File: src/rtl/keypad_scanner.sv
// keypad_scanner: scans a 4x4 active-low matrix keypad, debounces press and
// release, and keeps the two most recently accepted hex key codes.
module keypad_scanner #(
    parameter int SCAN_DIV       = 12_000,
    parameter int DEBOUNCE_TICKS = 20
) (
    input  logic       clk,
    input  logic       reset,
    input  logic [3:0] rows,
    output logic [3:0] cols,
    output logic [3:0] s0,
    output logic [3:0] s1,
    output logic       key_valid
);

    localparam int CW = $clog2(SCAN_DIV);
    localparam int DW = $clog2(DEBOUNCE_TICKS + 1);
    localparam logic [CW-1:0] CNT_MAX = CW'(SCAN_DIV - 1);
    localparam logic [DW-1:0] DB_LAST = DW'(DEBOUNCE_TICKS - 1);

    typedef enum logic [1:0] {
        SCAN,
        PRESS_DB,
        HELD,
        RELEASE_DB
    } state_t;

    state_t        state, state_d;
    logic [3:0]    rows_q1, rs;
    logic [CW-1:0] cnt;
    logic          tick;
    logic [DW-1:0] db;
    logic [1:0]    col_idx, row_idx, first_row;
    logic          row_lvl;
    logic          latch_row, col_adv, db_inc, accept;
    logic [3:0]    key_code;

    // Two-flop synchronizer; idle (all released) value is all ones
    always_ff @(posedge clk or negedge reset) begin
        if (!reset) begin
            rows_q1 <= 4'hF;
            rs      <= 4'hF;
        end else begin
            rows_q1 <= rows;
            rs      <= rows_q1;
        end
    end

    // Free-running scan tick divider
    always_ff @(posedge clk or negedge reset) begin
        if (!reset)              cnt <= '0;
        else if (cnt == CNT_MAX) cnt <= '0;
        else                     cnt <= cnt + CW'(1);
    end

    assign tick    = (cnt == CNT_MAX);
    assign row_lvl = rs[row_idx];

    // Lowest active row wins when several rows are low in one column
    always_comb begin
        first_row = 2'd3;
        if      (!rs[0]) first_row = 2'd0;
        else if (!rs[1]) first_row = 2'd1;
        else if (!rs[2]) first_row = 2'd2;
    end

    // Hex code for the latched (row, col) coordinate
    always_comb begin
        case ({row_idx, col_idx})
            4'h0: key_code = 4'h1;  4'h1: key_code = 4'h2;
            4'h2: key_code = 4'h3;  4'h3: key_code = 4'hA;
            4'h4: key_code = 4'h4;  4'h5: key_code = 4'h5;
            4'h6: key_code = 4'h6;  4'h7: key_code = 4'hB;
            4'h8: key_code = 4'h7;  4'h9: key_code = 4'h8;
            4'hA: key_code = 4'h9;  4'hB: key_code = 4'hC;
            4'hC: key_code = 4'hE;  4'hD: key_code = 4'h0;
            4'hE: key_code = 4'hF;  default: key_code = 4'hD;
        endcase
    end

    // FSM state register
    always_ff @(posedge clk or negedge reset) begin
        if (!reset) state <= SCAN;
        else        state <= state_d;
    end

    // FSM next-state logic; every transition waits for a scan tick
    always_comb begin
        state_d = state;
        if (tick) begin
            case (state)
                SCAN:       if (rs != 4'hF) state_d = PRESS_DB;
                PRESS_DB:   if (row_lvl) state_d = SCAN;
                            else if (db == DB_LAST) state_d = HELD;
                HELD:       if (row_lvl) state_d = RELEASE_DB;
                RELEASE_DB: if (!row_lvl) state_d = HELD;
                            else if (db == DB_LAST) state_d = SCAN;
                default:    state_d = SCAN;
            endcase
        end
    end

    // FSM output strobes driving the datapath registers
    always_comb begin
        latch_row = 1'b0;
        col_adv   = 1'b0;
        db_inc    = 1'b0;
        accept    = 1'b0;
        if (tick) begin
            case (state)
                SCAN: begin
                    if (rs != 4'hF) latch_row = 1'b1;
                    else            col_adv   = 1'b1;
                end
                PRESS_DB: begin
                    if (!row_lvl) begin
                        if (db == DB_LAST) accept = 1'b1;
                        else               db_inc = 1'b1;
                    end
                end
                RELEASE_DB: begin
                    if (row_lvl) begin
                        if (db == DB_LAST) col_adv = 1'b1;
                        else               db_inc  = 1'b1;
                    end
                end
                default: ;
            endcase
        end
    end

    // Debounce counter restarts on every state change
    always_ff @(posedge clk or negedge reset) begin
        if (!reset)                db <= '0;
        else if (state_d != state) db <= '0;
        else if (db_inc)           db <= db + DW'(1);
    end

    // Scan position, latched row, digit history and accept pulse
    always_ff @(posedge clk or negedge reset) begin
        if (!reset) begin
            col_idx   <= 2'd0;
            row_idx   <= 2'd0;
            s0        <= 4'h0;
            s1        <= 4'h0;
            key_valid <= 1'b0;
        end else begin
            key_valid <= accept;
            if (col_adv)   col_idx <= col_idx + 2'd1;
            if (latch_row) row_idx <= first_row;
            if (accept) begin
                s1 <= s0;
                s0 <= key_code;
            end
        end
    end

    // One-cold column drive decoded from the registered scan position
    always_comb cols = ~(4'b0001 << col_idx);

endmodule

File: config.mk
export PLATFORM = sky130hd
export DESIGN_NAME = keypad_scanner
export DESIGN_NICKNAME = d
export VERILOG_FILES = /design/src/rtl/keypad_scanner.sv
export SDC_FILE = /design/constraint.sdc
export NUM_CORES = 1
export LEC_CHECK = 0
export BUFFER_PORTS_ARGS = -buffer_cell sky130_fd_sc_hd__buf_4
export CORE_MARGIN = 2
export CORE_UTILIZATION = 53
export DETAILED_ROUTE_END_ITERATION = 16
export PLACE_DENSITY_LB_ADDON = 0.12
export RECOVER_POWER = 50
export SLEW_MARGIN = 5
export SYNTH_ARGS = -nofsm -noshare
export SYNTH_HDL_FRONTEND = slang
export SYNTH_SLANG_ARGS = --single-unit
File: constraint.sdc
create_clock -name clk -period 1.8 [get_ports clk]
set_input_delay 0.36 -clock clk [delete_from_list [all_inputs] [get_ports clk]]
set_output_delay 0.36 -clock clk [all_outputs]
set_load 0.02 [all_outputs]
# Word level (Yosys, flattened, before mapping)
# Memory sizes are Yosys's and may differ from the RTL's. A register that Yosys moved wholly into a read port is not among the register bits.
# Cells that the tools add are included.
word_totals:
  reg_bits: 38
  rom_bits: 64
  inputBits: 6
  out_inout_bits: 13
  elab_cells: 58
  mem_count: 1
memory_table:
  columns: ["name", "depth", "width", "rd", "rd_ports_with_merged_regs", "write_ports", "line", "source"]
  rows:
  - ["(name not given)", 16, 4, 1, 1, 0, "69", "case ({row_idx, col_idx})"]
classes:
  addsub: 3
  order_cmp: 1
  n_eq_ne: 7
  n_shift: 1
  muxes: 32
  bitwise_logic: 1
  reduce_logical: 3
ops:
  columns: ["cell", "count"]
  rows:
  - ["2-bit 2-to-1 mux", 9]
  - ["1-bit 2-to-1 mux", 16]
  - ["14-bit by 1-bit adder with 14-bit output (second input constant)", 1]
  - ["14-bit == test (second input constant)", 1]
  - ["14-bit 2-to-1 mux", 1]
  - ["5-bit 2-to-1 mux", 2]
  - ["2-bit one-hot mux with 4 select lines", 1]
  - ["5-bit by 1-bit adder with 5-bit output (second input constant)", 1]
  - ["5-bit == test (second input constant)", 1]
  - ["2-bit == test (second input constant)", 2]
  - ["4-bit inequality test (second input constant)", 1]
  - ["4-bit NOT", 1]
  - ["1-bit one-hot mux with 2 select lines", 2]
  - ["1-bit by 2-bit left shift with 4-bit output (first input constant)", 1]
  - ["2-bit by 3-bit less-than comparator with 1-bit output (second input constant)", 1]
  - ["2-bit by 1-bit adder with 2-bit output (second input constant)", 1]
  - ["1-bit binary-select mux with 2-bit select", 1]
  - ["2-bit by 1-bit == test with 1-bit output (second input constant)", 1]
  - ["2-bit zero test", 1]
  - ["2-bit inequality test", 1]
  - ["2-bit nonzero test", 1]
  - ["1-bit zero test", 1]

# Longest topological paths before layout
# Gate-level depths: netlist of the first run.
logic_depth:
  ltp_word: 7
  ltp_mapped: 8

# Least setup slack after synthesis of the first run
# No wires, ideal clock.
synth_timing:
  kind: "flip-flop to flip-flop"
  from: "register cnt[0]"
  to: "register s1[1]"
  setup_ps: 125
  t_arrival_ps: 1827
  required_ps: 1675
  path_slack_ps: -152
  stages_incl_launch_ff: 7
  n_path_buf: 1
  synth_period_minus_slack_ps: 1952
  cell_sequence: "dfrtp_1 > ha_1 > nand4b_1 > nor4_1 > nand3_2 > buf_6 > mux2_4"
synth_between:
  elab_chain_cells: 2
synth_rtl:
  columns: ["item", "line", "source"]
  rows:
  - ["from (decl)", "30", "logic [CW-1:0] cnt;"]
  - ["from (signal assigned)", "53", "else cnt <= cnt + CW'(1);"]
  - ["14-bit == test", "56", "assign tick = (cnt == CNT_MAX);"]
  - ["1-bit 2-to-1 mux", "109", "if (tick) begin"]
  - ["to (signal assigned)", "145", "s1 <= 4'h0;"]
  - ["to (signal assigned)", "152", "s1 <= s0;"]
  - ["to (decl)", "12", "output logic [3:0] s1,"]
# No other way between the ends.
# A chain may end at the register's enable or synchronous reset.

# Worst setup path in the final report of the first run
layout_timing:
  from: "register row_idx[0]"
  to: "register db[3]"
layout_between:
  elab_chain_cells: 7
layout_rtl:
  columns: ["item", "line", "source"]
  rows:
  - ["from (decl)", "33", "logic [1:0] col_idx, row_idx, first_row;"]
  - ["from (signal assigned)", "150", "if (latch_row) row_idx <= first_row;"]
  - ["1-bit binary-select mux with 2-bit select *", "57", "assign row_lvl = rs[row_idx];"]
  - ["1-bit 2-to-1 mux (implied by the code) *", "57", null]
  - ["2-bit 2-to-1 mux, on equally long branches", "96, 93, 95", null]
  - ["2-bit one-hot mux with 4 select lines", "91", "case (state)"]
  - ["2-bit 2-to-1 mux", "90", "if (tick) begin"]
  - ["2-bit inequality test", "135", "else if (state_d != state) db <= '0;"]
  - ["5-bit 2-to-1 mux or 2-bit nonzero test (tied branches)", null, null]
  - ["to (signal assigned)", "136", "else if (db_inc) db <= db + DW'(1);"]
  - ["to (decl)", "32", "logic [DW-1:0] db;"]
# Mark *: on every way between the ends. The rest lies on a longest branch, timed or not. The select of a mux whose other input is x is not followed.

==> results of run 1 <==
routing by layer:
metal  part of all wire [%]  vias to the layer above  track usage [%]
met5                      0                        -                0
met4                    1.6                        0             8.28
met3                    2.6                        8             5.12
met2                     51                       25             33.9
met1                     45                      813             25.3
li1                       -                      796                -
registers in the layout, indices dropped and copies added (netlist names):
| name | flops |
|---|---|
| rows_q1 | 4 |
| s1 | 4 |
| state | 2 |
| col_idx | 2 |
| cnt | 14 |
| db | 5 |
| row_idx | 2 |
| key_valid | 1 |
| s0 | 4 |
| rs | 4 |
path summary, 6_finish.rpt:
check | start | end | slack [ps] | cells past startpoint
max in group asynchronous | reset | col_idx[0]$_DFFE_PN0P_ | 960 | 1
worst max-delay path | row_idx[0]$_DFFE_PN0P_ | db[3]$_DFFE_PN0P_ | -140 | 7
min in group asynchronous | reset | state[0]$_DFF_PN0_ | 220 | 1
worst min-delay path | rows[0] | rows_q1[0]$_DFF_PN1_ | 170 | 1
worst max register to register | row_idx[0]$_DFFE_PN0P_ | db[3]$_DFFE_PN0P_ | -140 | 7
worst min register to register | rows_q1[2]$_DFF_PN1_ | rs[2]$_DFF_PN1_ | 360 | 0
layout by cell type, fill, tap and decap left out, types with 3 or more instances in the layout:
| master | n |
|---|---|
| nand3_1 | 10 |
| clkbuf_8 | 6 |
| a21oi_1 | 6 |
| ha_1 | 12 |
| inv_1 | 16 |
| xor2_1 | 8 |
| mux2_4 | 3 |
| mux2i_1 | 4 |
| and3_1 | 4 |
| dfstp_2 | 8 |
| buf_6 | 3 |
| nor2b_1 | 3 |
| xnor2_1 | 7 |
| nor3_2 | 6 |
| buf_4 | 46 |
| clkbuf_4 | 4 |
| o21ai_0 | 4 |
| dfrtp_1 | 34 |
| nand2_1 | 12 |
| nor2_1 | 11 |
power by group through the flow:
stage	Clock [mW]	Sequential, mW	Combinational (mW)
3_5_place_dp	0	0.983	0.0376
4_1_cts	0.656	0.965	0.0393
5_1_grt	0.700	0.966	0.0442
6_report	0.634	0.965	0.0388
3_3_place_gp	0	0.983	0.0366
2_1_floorplan	0	0.981	0.00949
stage by stage:
step	cell area (µm²)	utilization, %	worst slack, ps
finish	2890	71.8	-141
global route	2890	71.8	-236
CTS	2830	70.2	-129
detailed placement	2670	66.2	-179
global placement	2670	66.2	-99.3
floorplan	2280	-	-128
repair_timing:
action / CTS / global route
pin swaps: 8 / 8
endpoints found under the setup margin: 11 / 15
resized for setup: 6 / 10
setup buffers: 3 / 3
worst max-delay path: stages, from the launching register on:
cell and delay [ps]:
dfrtp_1 370, mux4_2 600, buf_4 180, nor2_4 120, buf_4 140, o31ai_1 70, and3_4 220, nor3_2 170
final cells by class:
| class | instances | area, µm² |
|---|---|---|
| clock buffers | 6 | 82.6 |
| well taps | 50 | 62.6 |
| inverters | 16 | 60.1 |
| multi-input cells | 133 | 1200 |
| flip-flops and latches | 42 | 1060 |
| clock inverters | 2 | 12.5 |
| fillers | 316 | 1130 |
| repair buffers | 54 | 414 |
synth_stat cells (2+ instances only):
cell type / n
o211ai_1: 2
mux2_4: 2
inv_1: 16
dfstp_2: 8
nand4bb_1: 2
xor2_1: 8
and4_1: 2
mux2_2: 3
nand2_1: 12
nor2b_1: 3
ha_1: 13
nor3_1: 5
a22o_1: 2
nand3_1: 11
o21ai_0: 6
a32oi_1: 2
xnor2_1: 9
nor2_1: 11
nand4_1: 2
buf_6: 2
nand3_2: 2
dfrtp_1: 34
nor3_2: 4
nand4b_1: 2
a21oi_1: 6
mux2i_1: 4
and3_1: 4
kinds of logic after synthesis:
kind of cell	count (synthesis)
compound gates	23
xor+xnor	17
fa+ha+maj	13
buf+inv	20
flops	42
mux	12
simple gates	68
==> results.py, run 1 <==
metrics = {
    "power_and_ir_drop": {
        "p_sw_share_pct": 21.8,
        "p_leak_nw": 1.31,
        "power.density_nw_per_um2": 566,
        "finalPower_mw": 1.64,
        "clkPwrFrac_pct": 38.7,
        "switchingPower_uw": 357,
        "p_int_mw": 1.28,
        "p_comb_share_pct": 2.4,
        "peakVddDrop_uv": 585,
        "power_frac_seq_pct": 58.9,
    },
    "synth": {
        "synth_area_um2": 2250,
        "synth_compound_area_share_pct": 7.46,
        "syn_inst": 195,
        "synthFlopType": "dfrtp_1",
        "synth-simple-area-share_pct": 19.6,
        "seq_area_frac_synth_pct": 47.2,
        "synth_top_family_by_area": "simple AND/OR/NAND/NOR gates",
        "synth_mux_area_share_pct": 7.79,
        "synth-seq-cells": 42,
        "synth_edf_count": 0,
        "synth_cell_type_count": 45,
        "synthTopCellsByArea": "dfrtp_1 (38%), dfstp_2 (9.3%), ha_1 (7.2%), xnor2_1 (3.5%), xor2_1 (3.1%)",
        "ys_warn_count": 0,
        "synth_top_area_share_pct": 37.8,
        "synth_area_per_cell_um2": 11.5,
        "yosysTopAreaCell": "dfrtp_1",
        "synth_adder_area_share_pct": 7.23,
        "synthArstFlopShare_pct": 100,
        "synthesis.nets": 214,
        "synthXorXnorAreaFrac_pct": 6.62,
    },
    "global_route": {
        "grt_max_degree": 43,
        "globalRoute.totalOverflow": 0,
        "grt_util_all_layers_pct": 20.3,
        "grt_antenna_before_repair": 0,
        "grt_pass1_vias": 1690,
        "grt_pass1_wl_um": 7670,
    },
    "sta": {
        "fin_ws_ps": -141,
        "fin_crit_ps": 1940,
        "finalCritPeriodShare_pct": 108,
        "tns_ps": -991,
        "hold_viol": 0,
        "hold_slack_ps": 171,
        "slew_headroom_pct": 33.0,
        "report.final.slew_viol_count": 0,
        "fin_skew_ps": 10.2,
        "worstMarginPinSlew_ps": 1000,
        "fmax_ghz": 0.515,
        "rsz0062_at_grt": "true",
        "setup-violations-final": 12,
    },
    "cts": {
        "clk_latency_ps": 300,
        "cts_max_level": 2,
        "cts_buffer_depth": 2,
        "cts_tree": "yes",
        "clock_sink_count": 42,
        "hold_buffers": 0,
        "cts_root_buf": "clkbuf_8",
        "numCtsBuffers": 5,
        "clkTransAtPathRegs_ps": 90,
    },
    "route": {
        "vias": 1642,
        "routed_via_density": 5.42,
        "ant_nets": 0,
        "drtPass1Iterations": 4,
        "initialDrtViolationCount": 91,
        "wirelength_um": 4540,
        "avgRoutedWirePerCell_um": 15.0,
        "drc": 0,
    },
    "floorplanning": {
        "die_h_um": 69.1,
        "die_width_um": 69.1,
        "die-area_um2": 4780,
        "core_area_um2": 4030,
        "rows": 23,
        "ios": 19,
        "initial_core_util_pct": 55.8,
    },
    "placed_design": {
        "placed_cells": 289,
        "port_buffers": 18,
        "hpwl_um": 3250,
        "gp_routability_congestion": 0.942,
    },
    "cells_and_area": {
        "drive_gt1_share_pct": 40.3,
        "fin_nets": 271,
        "syn2layout_area_growth_pct": 28.7,
        "stdcell_count": 303,
        "antennaDiodeCount": 0,
    },
    "setup_path": {
        "cp_max_fo": 5,
        "cp-start-kind": "flop",
        "crit_required_ps": 2030,
        "cp.arrival_ps": 2170,
        "critical_path_class": "flop to flop",
        "timing.critical_path.to_type": "flop",
    },
    "min_path": {
        "hp-class": "input port to flop",
    },
    "flow_run": {
        "drv_cap": 0,
    },
    "status": {
        "violations": "setup timing",
        "status": "complete, but fails checks",
    },
}
(Power assumes the default switching activity.)
==> inputs of run 2 (changes only) <==
--- a/config.mk
+++ b/config.mk
@@ -8,6 +8,7 @@
 export BUFFER_PORTS_ARGS = -buffer_cell sky130_fd_sc_hd__buf_4
 export CORE_MARGIN = 2
 export CORE_UTILIZATION = 53
+export CTS_CLUSTER_DIAMETER = 100
 export DETAILED_ROUTE_END_ITERATION = 16
 export PLACE_DENSITY_LB_ADDON = 0.12
 export RECOVER_POWER = 50
==> constraint.sdc (replaced) <==
create_clock -name clk -period 1.7 [get_ports clk]
set_input_delay 0.34 -clock clk [delete_from_list [all_inputs] [get_ports clk]]
set_output_delay 0.34 -clock clk [all_outputs]
set_load 0.02 [all_outputs]
==> results.py, run 2 (synthesized netlist as in run 1, its figures left out) <==
metrics = {
    "status": {
        "status": "complete, but fails checks",
        "violations": "setup timing",
    },
    "floorplanning": {
        "initial_core_util_pct": 55.8,
        "die_width_um": 69.1,
        "core_area_um2": 4030,
        "ios": 19,
        "die_h_um": 69.1,
        "die-area_um2": 4780,
        "rows": 23,
    },
    "cells_and_area": {
        "mostFrequentLayoutCells": "buf_4 (46), dfrtp_1 (33), inv_1 (16)",
        "reg_top3": "cnt: 14 flops, db: 5 flops",
        "largest_register": "cnt",
        "final_area_um2": 2890,
        "largest_register_ffs": 14,
        "n_fill_cell": 288,
        "antennaDiodeCount": 0,
        "fin_nets": 272,
        "final_core_util_pct": 71.6,
        "final_common_cell": "buf_4",
        "stdcell_count": 304,
        "syn2layout_area_growth_pct": 28.3,
        "drive_gt1_share_pct": 40.6,
    },
    "placed_design": {
        "port_buffers": 18,
        "post-place-ws_ps": -285,
        "hpwl_um": 3390,
        "placed_cells": 293,
        "placedInstanceArea_um2": 2700,
        "gp_routability_congestion": 0.889,
    },
    "route": {
        "avgRoutedWirePerCell_um": 15.1,
        "drc": 0,
        "drtPass1Iterations": 4,
        "ant_nets": 0,
        "initialDrtViolationCount": 109,
        "vias": 1668,
        "wirelength_um": 4600,
        "routed_via_density": 5.49,
    },
    "global_route": {
        "grt_max_degree": 43,
        "grt_pass1_wl_um": 7780,
        "grt_util_all_layers_pct": 20.3,
        "grt_antenna_before_repair": 0,
        "globalRoute.totalOverflow": 0,
        "grt_pass1_vias": 1725,
    },
    "power_and_ir_drop": {
        "peakVddDrop_uv": 632,
        "p_leak_nw": 1.31,
        "finalPower_mw": 1.75,
        "power.density_nw_per_um2": 605,
    },
    "setup_path": {
        "critical_path_class": "flop to flop",
        "path_buf_inv": 1,
        "crit_family": "multiplexers",
        "cp_max_fo": 4,
        "cp.arrival_ps": 2150,
        "crit_required_ps": 1900,
        "worstPathCellList": "mux4_2 -> buf_4 -> a32oi_1 -> nor3_4 -> mux2_4",
        "slowest_delay_ps": 620,
        "critPathSlowestCell": "mux4_2",
        "cp-start-kind": "flop",
        "timing.critical_path.to_type": "flop",
    },
    "sta": {
        "report.final.slew_viol_count": 0,
        "finalCritPeriodShare_pct": 115,
        "fmax_ghz": 0.512,
        "worstMarginPinSlew_ps": 1030,
        "fin_crit_ps": 1950,
        "fin_ws_ps": -252,
        "rsz0062_at_grt": "true",
        "setup-violations-final": 16,
        "fin_skew_ps": 7.85,
        "hold_viol": 0,
        "slew_headroom_pct": 31.4,
    },
    "flow_run": {
        "drv_cap": 0,
    },
    "min_path": {
        "hp-class": "input port to flop",
    },
    "cts": {
        "cts_max_level": 2,
        "hold_buffers": 0,
        "cts_buffer_depth": 2,
        "numCtsBuffers": 5,
        "clk_latency_ps": 300,
        "clkTransAtPathRegs_ps": 90,
        "cts_root_buf": "clkbuf_8",
        "clock_sink_count": 42,
        "cts_tree": "yes",
    },
}
## run 2: cell types whose count changed in the layout (fill, tap and decap cells not counted), moves of 2 or more
cell / previous run / this run
xnor2_1: 7 / 9
inv_6: 0 / 3
o21ai_2: 0 / 2
o21ai_0: 4 / 1
## run 2: repair_timing
action,in CTS,in global routing
pin swaps,8,6
endpoints found under the setup margin,13,21
setup buffers,1,3
resized for setup,8,11
## run 2: final cells by class
class | count | area (µm²) | share of cell area, %
multi-input combinational | 133 | 1180 | 40.9
sequential | 42 | 1060 | 36.8
timing repair buffer | 55 | 425 | 14.7
clock buffer | 5 | 68.8 | 2.39
tap | 50 | 62.6 | 2.17
inverter | 16 | 60.1 | 2.08
clock inverter | 3 | 26.3 | 0.911
## run 2: stage by stage
step                      TNS [ps]  hold WS (ps)
after floorplan              -1410          44.4
after global placement       -1380           340
after detailed placement     -2070           349
after CTS                    -1920          17.1
after global routing         -4410           120
final                        -2730           140
## run 2: where the power goes
part | total [mW] | switching, mW | internal, mW
Combinational | 0.0393 | 0.0270 | 0.0122
Clock | 0.687 | 0.382 | 0.305
Sequential | 1.02 | 0.00503 | 1.02
Total | 1.75 | 0.414 | 1.33
## run 2: worst paths after layout
kind	start	endpoint	cells after the start	slack, ps
max	row_idx[0]$_DFFE_PN0P_	col_idx[1]$_DFFE_PN0P_	5	-250
max reg2reg	row_idx[0]$_DFFE_PN0P_	col_idx[1]$_DFFE_PN0P_	5	-250
min reg2reg	rows_q1[3]$_DFF_PN1_	rs[3]$_DFF_PN1_	0	360
min in group asynchronous	reset	db[0]$_DFFE_PN0P_	1	200
max in group asynchronous	reset	col_idx[0]$_DFFE_PN0P_	1	790
min	rows[3]	rows_q1[3]$_DFF_PN1_	1	140
## run 2: layer usage
| layer | routed length (µm) | track usage (%) | up-vias |
|---|---|---|---|
| met1 | 1990 | 26.5 | 824 |
| li1 | - | - | 799 |
| met2 | 2370 | 33.7 | 36 |
| met5 | 0 | 0 | - |
| met3 | 175 | 4.53 | 9 |
| met4 | 66 | 6.54 | 0 |
==> inputs of run 3 (changes only) <==
--- a/config.mk
+++ b/config.mk
@@ -7,7 +7,7 @@
 export LEC_CHECK = 0
 export BUFFER_PORTS_ARGS = -buffer_cell sky130_fd_sc_hd__buf_4
 export CORE_MARGIN = 2
-export CORE_UTILIZATION = 53
+export CORE_UTILIZATION = 50
 export CTS_CLUSTER_DIAMETER = 100
 export DETAILED_ROUTE_END_ITERATION = 16
 export PLACE_DENSITY_LB_ADDON = 0.12
==> results.py, run 3 (synthesized netlist as in run 1, its figures left out) <==
metrics = {
    "floorplanning": {
        "die-area_um2": 5050,
        "initial_core_util_pct": 51.6,
        "ios": 19,
        "core_area_um2": 4350,
        "die_width_um": 71.1,
        "die_h_um": 71.1,
        "rows": 24,
    },
    "setup_path": {
        "crit_family": "multiplexers",
        "cp-start-kind": "flop",
        "cp_max_fo": 6,
        "critical_path_class": "flop to flop",
        "cp.depth": 5,
        "crit_required_ps": 1920,
        "critPathSlowestCell": "mux4_2",
        "r2r_cells": 5,
        "worstPathCellList": "mux4_2 -> mux2i_4 -> o2111ai_2 -> o211ai_4 -> nor3_2",
        "cp.arrival_ps": 2170,
        "slowest_delay_ps": 620,
        "path_buf_inv": 0,
        "timing.critical_path.to_type": "flop",
    },
    "route": {
        "initialDrtViolationCount": 70,
        "vias": 1693,
        "routed_via_density": 5.41,
        "avgRoutedWirePerCell_um": 14.5,
        "drtPass1Iterations": 4,
        "drc": 0,
        "wirelength_um": 4540,
        "ant_nets": 0,
    },
    "min_path": {
        "min_path_cells": 1,
        "hp-class": "input port to flop",
    },
    "placed_design": {
        "gp_routability_congestion": 0.914,
        "port_buffers": 18,
        "hpwl_um": 3290,
        "post-place-ws_ps": -287,
        "placed_cells": 299,
    },
    "sta": {
        "fmax_ghz": 0.513,
        "worstMarginPinSlew_ps": 1010,
        "finalCritPeriodShare_pct": 115,
        "setup-violations-final": 15,
        "report.final.slew_viol_count": 0,
        "fin_crit_ps": 1950,
        "fin_ws_ps": -250,
        "hold_viol": 0,
        "tns_ps": -2520,
        "fin_skew_ps": 11.7,
        "rsz0062_at_grt": "true",
        "slew_headroom_pct": 32.6,
    },
    "global_route": {
        "grt_antenna_before_repair": 0,
        "grt_pass1_vias": 1866,
        "grt_util_all_layers_pct": 20.2,
        "globalRoute.totalOverflow": 0,
        "grt_max_degree": 43,
        "grt_pass1_wl_um": 8140,
    },
    "cells_and_area": {
        "mostFrequentLayoutCells": "buf_4 (52), dfrtp_1 (33), inv_1 (16)",
        "fin_nets": 279,
        "antennaDiodeCount": 0,
        "drive_gt1_share_pct": 41.8,
        "largest_register": "cnt",
        "final_common_cell": "buf_4",
        "final_core_util_pct": 67.7,
        "stdcell_count": 313,
        "syn2layout_area_growth_pct": 31.2,
        "reg_top3": "cnt: 14 flops, db: 5 flops",
        "largest_register_ffs": 14,
    },
    "power_and_ir_drop": {
        "p_leak_nw": 1.35,
        "power.density_nw_per_um2": 584,
        "peakVddDrop_uv": 577,
        "finalPower_mw": 1.72,
    },
    "cts": {
        "clock_sink_count": 42,
        "hold_buffers": 0,
        "cts_root_buf": "clkbuf_8",
        "cts_max_level": 2,
        "clkTransAtPathRegs_ps": 70,
        "cts_buffer_depth": 2,
        "clk_latency_ps": 300,
        "numCtsBuffers": 5,
        "cts_tree": "yes",
    },
    "status": {
        "violations": "setup timing",
        "status": "complete, but fails checks",
    },
    "flow_run": {
        "drv_cap": 0,
    },
}
-- run 3: cell types whose count changed in the layout (fill, tap and decap cells not counted), sizes merged --
cell,before,now
clkbuf,10,12
buf,50,56
nand3,13,14
clkinv,0,1
inv,19,16
-- run 3: where the power goes --
part | leakage [nW] | internal [mW] | switching (mW)
combinational | 0.756 | 0.0129 | 0.0267
clock | 0.0482 | 0.328 | 0.334
sequential | 0.543 | 1.02 | 0.00572
-- run 3: final cells by class --
class                      instances  area [µm²]
sequential                        42        1060
timing repair buffer              61         470
tap                               52        65.1
inverter                          16        60.1
multi-input combinational        134        1200
clock buffer                       7        86.3
fill                             313        1410
clock inverter                     1        5.00
-- run 3: what timing repair did --
action | CTS | global route
setup endpoints to repair | 16 | 18
setup buffers | 4 | 1
gates resized for setup | 8 | 13
gates cloned | 1 | 0
pin swaps | 6 | 10
-- run 3: stage by stage --
stage                     cell area (µm²)  hold WS (ps)
final                                2950           156
after global routing                 2950           137
after CTS                            2890          29.1
after detailed placement             2730           347
after global placement               2730           340
after floorplan                      2280          44.4
-- run 3: path summary, 6_finish.rpt --
kind	startpoint	end	slack (ps)
worst max-delay path	row_idx[0]$_DFFE_PN0P_	db[1]$_DFFE_PN0P_	-250
worst min-delay path	rows[0]	rows_q1[0]$_DFF_PN1_	160
worst max register to register	row_idx[0]$_DFFE_PN0P_	db[1]$_DFFE_PN0P_	-250
worst min register to register	rows_q1[1]$_DFF_PN1_	rs[1]$_DFF_PN1_	360
max in group asynchronous	reset	col_idx[0]$_DFFE_PN0P_	800
min in group asynchronous	reset	s1[0]$_DFFE_PN0P_	200
-- run 3: layer usage --
metal	up-vias	routed length (µm)	track usage, %
met4	0	74	6.92
met1	832	2050	25.0
met3	8	177	4.70
met5	-	0	0
li1	815	-	-
met2	38	2250	34.8
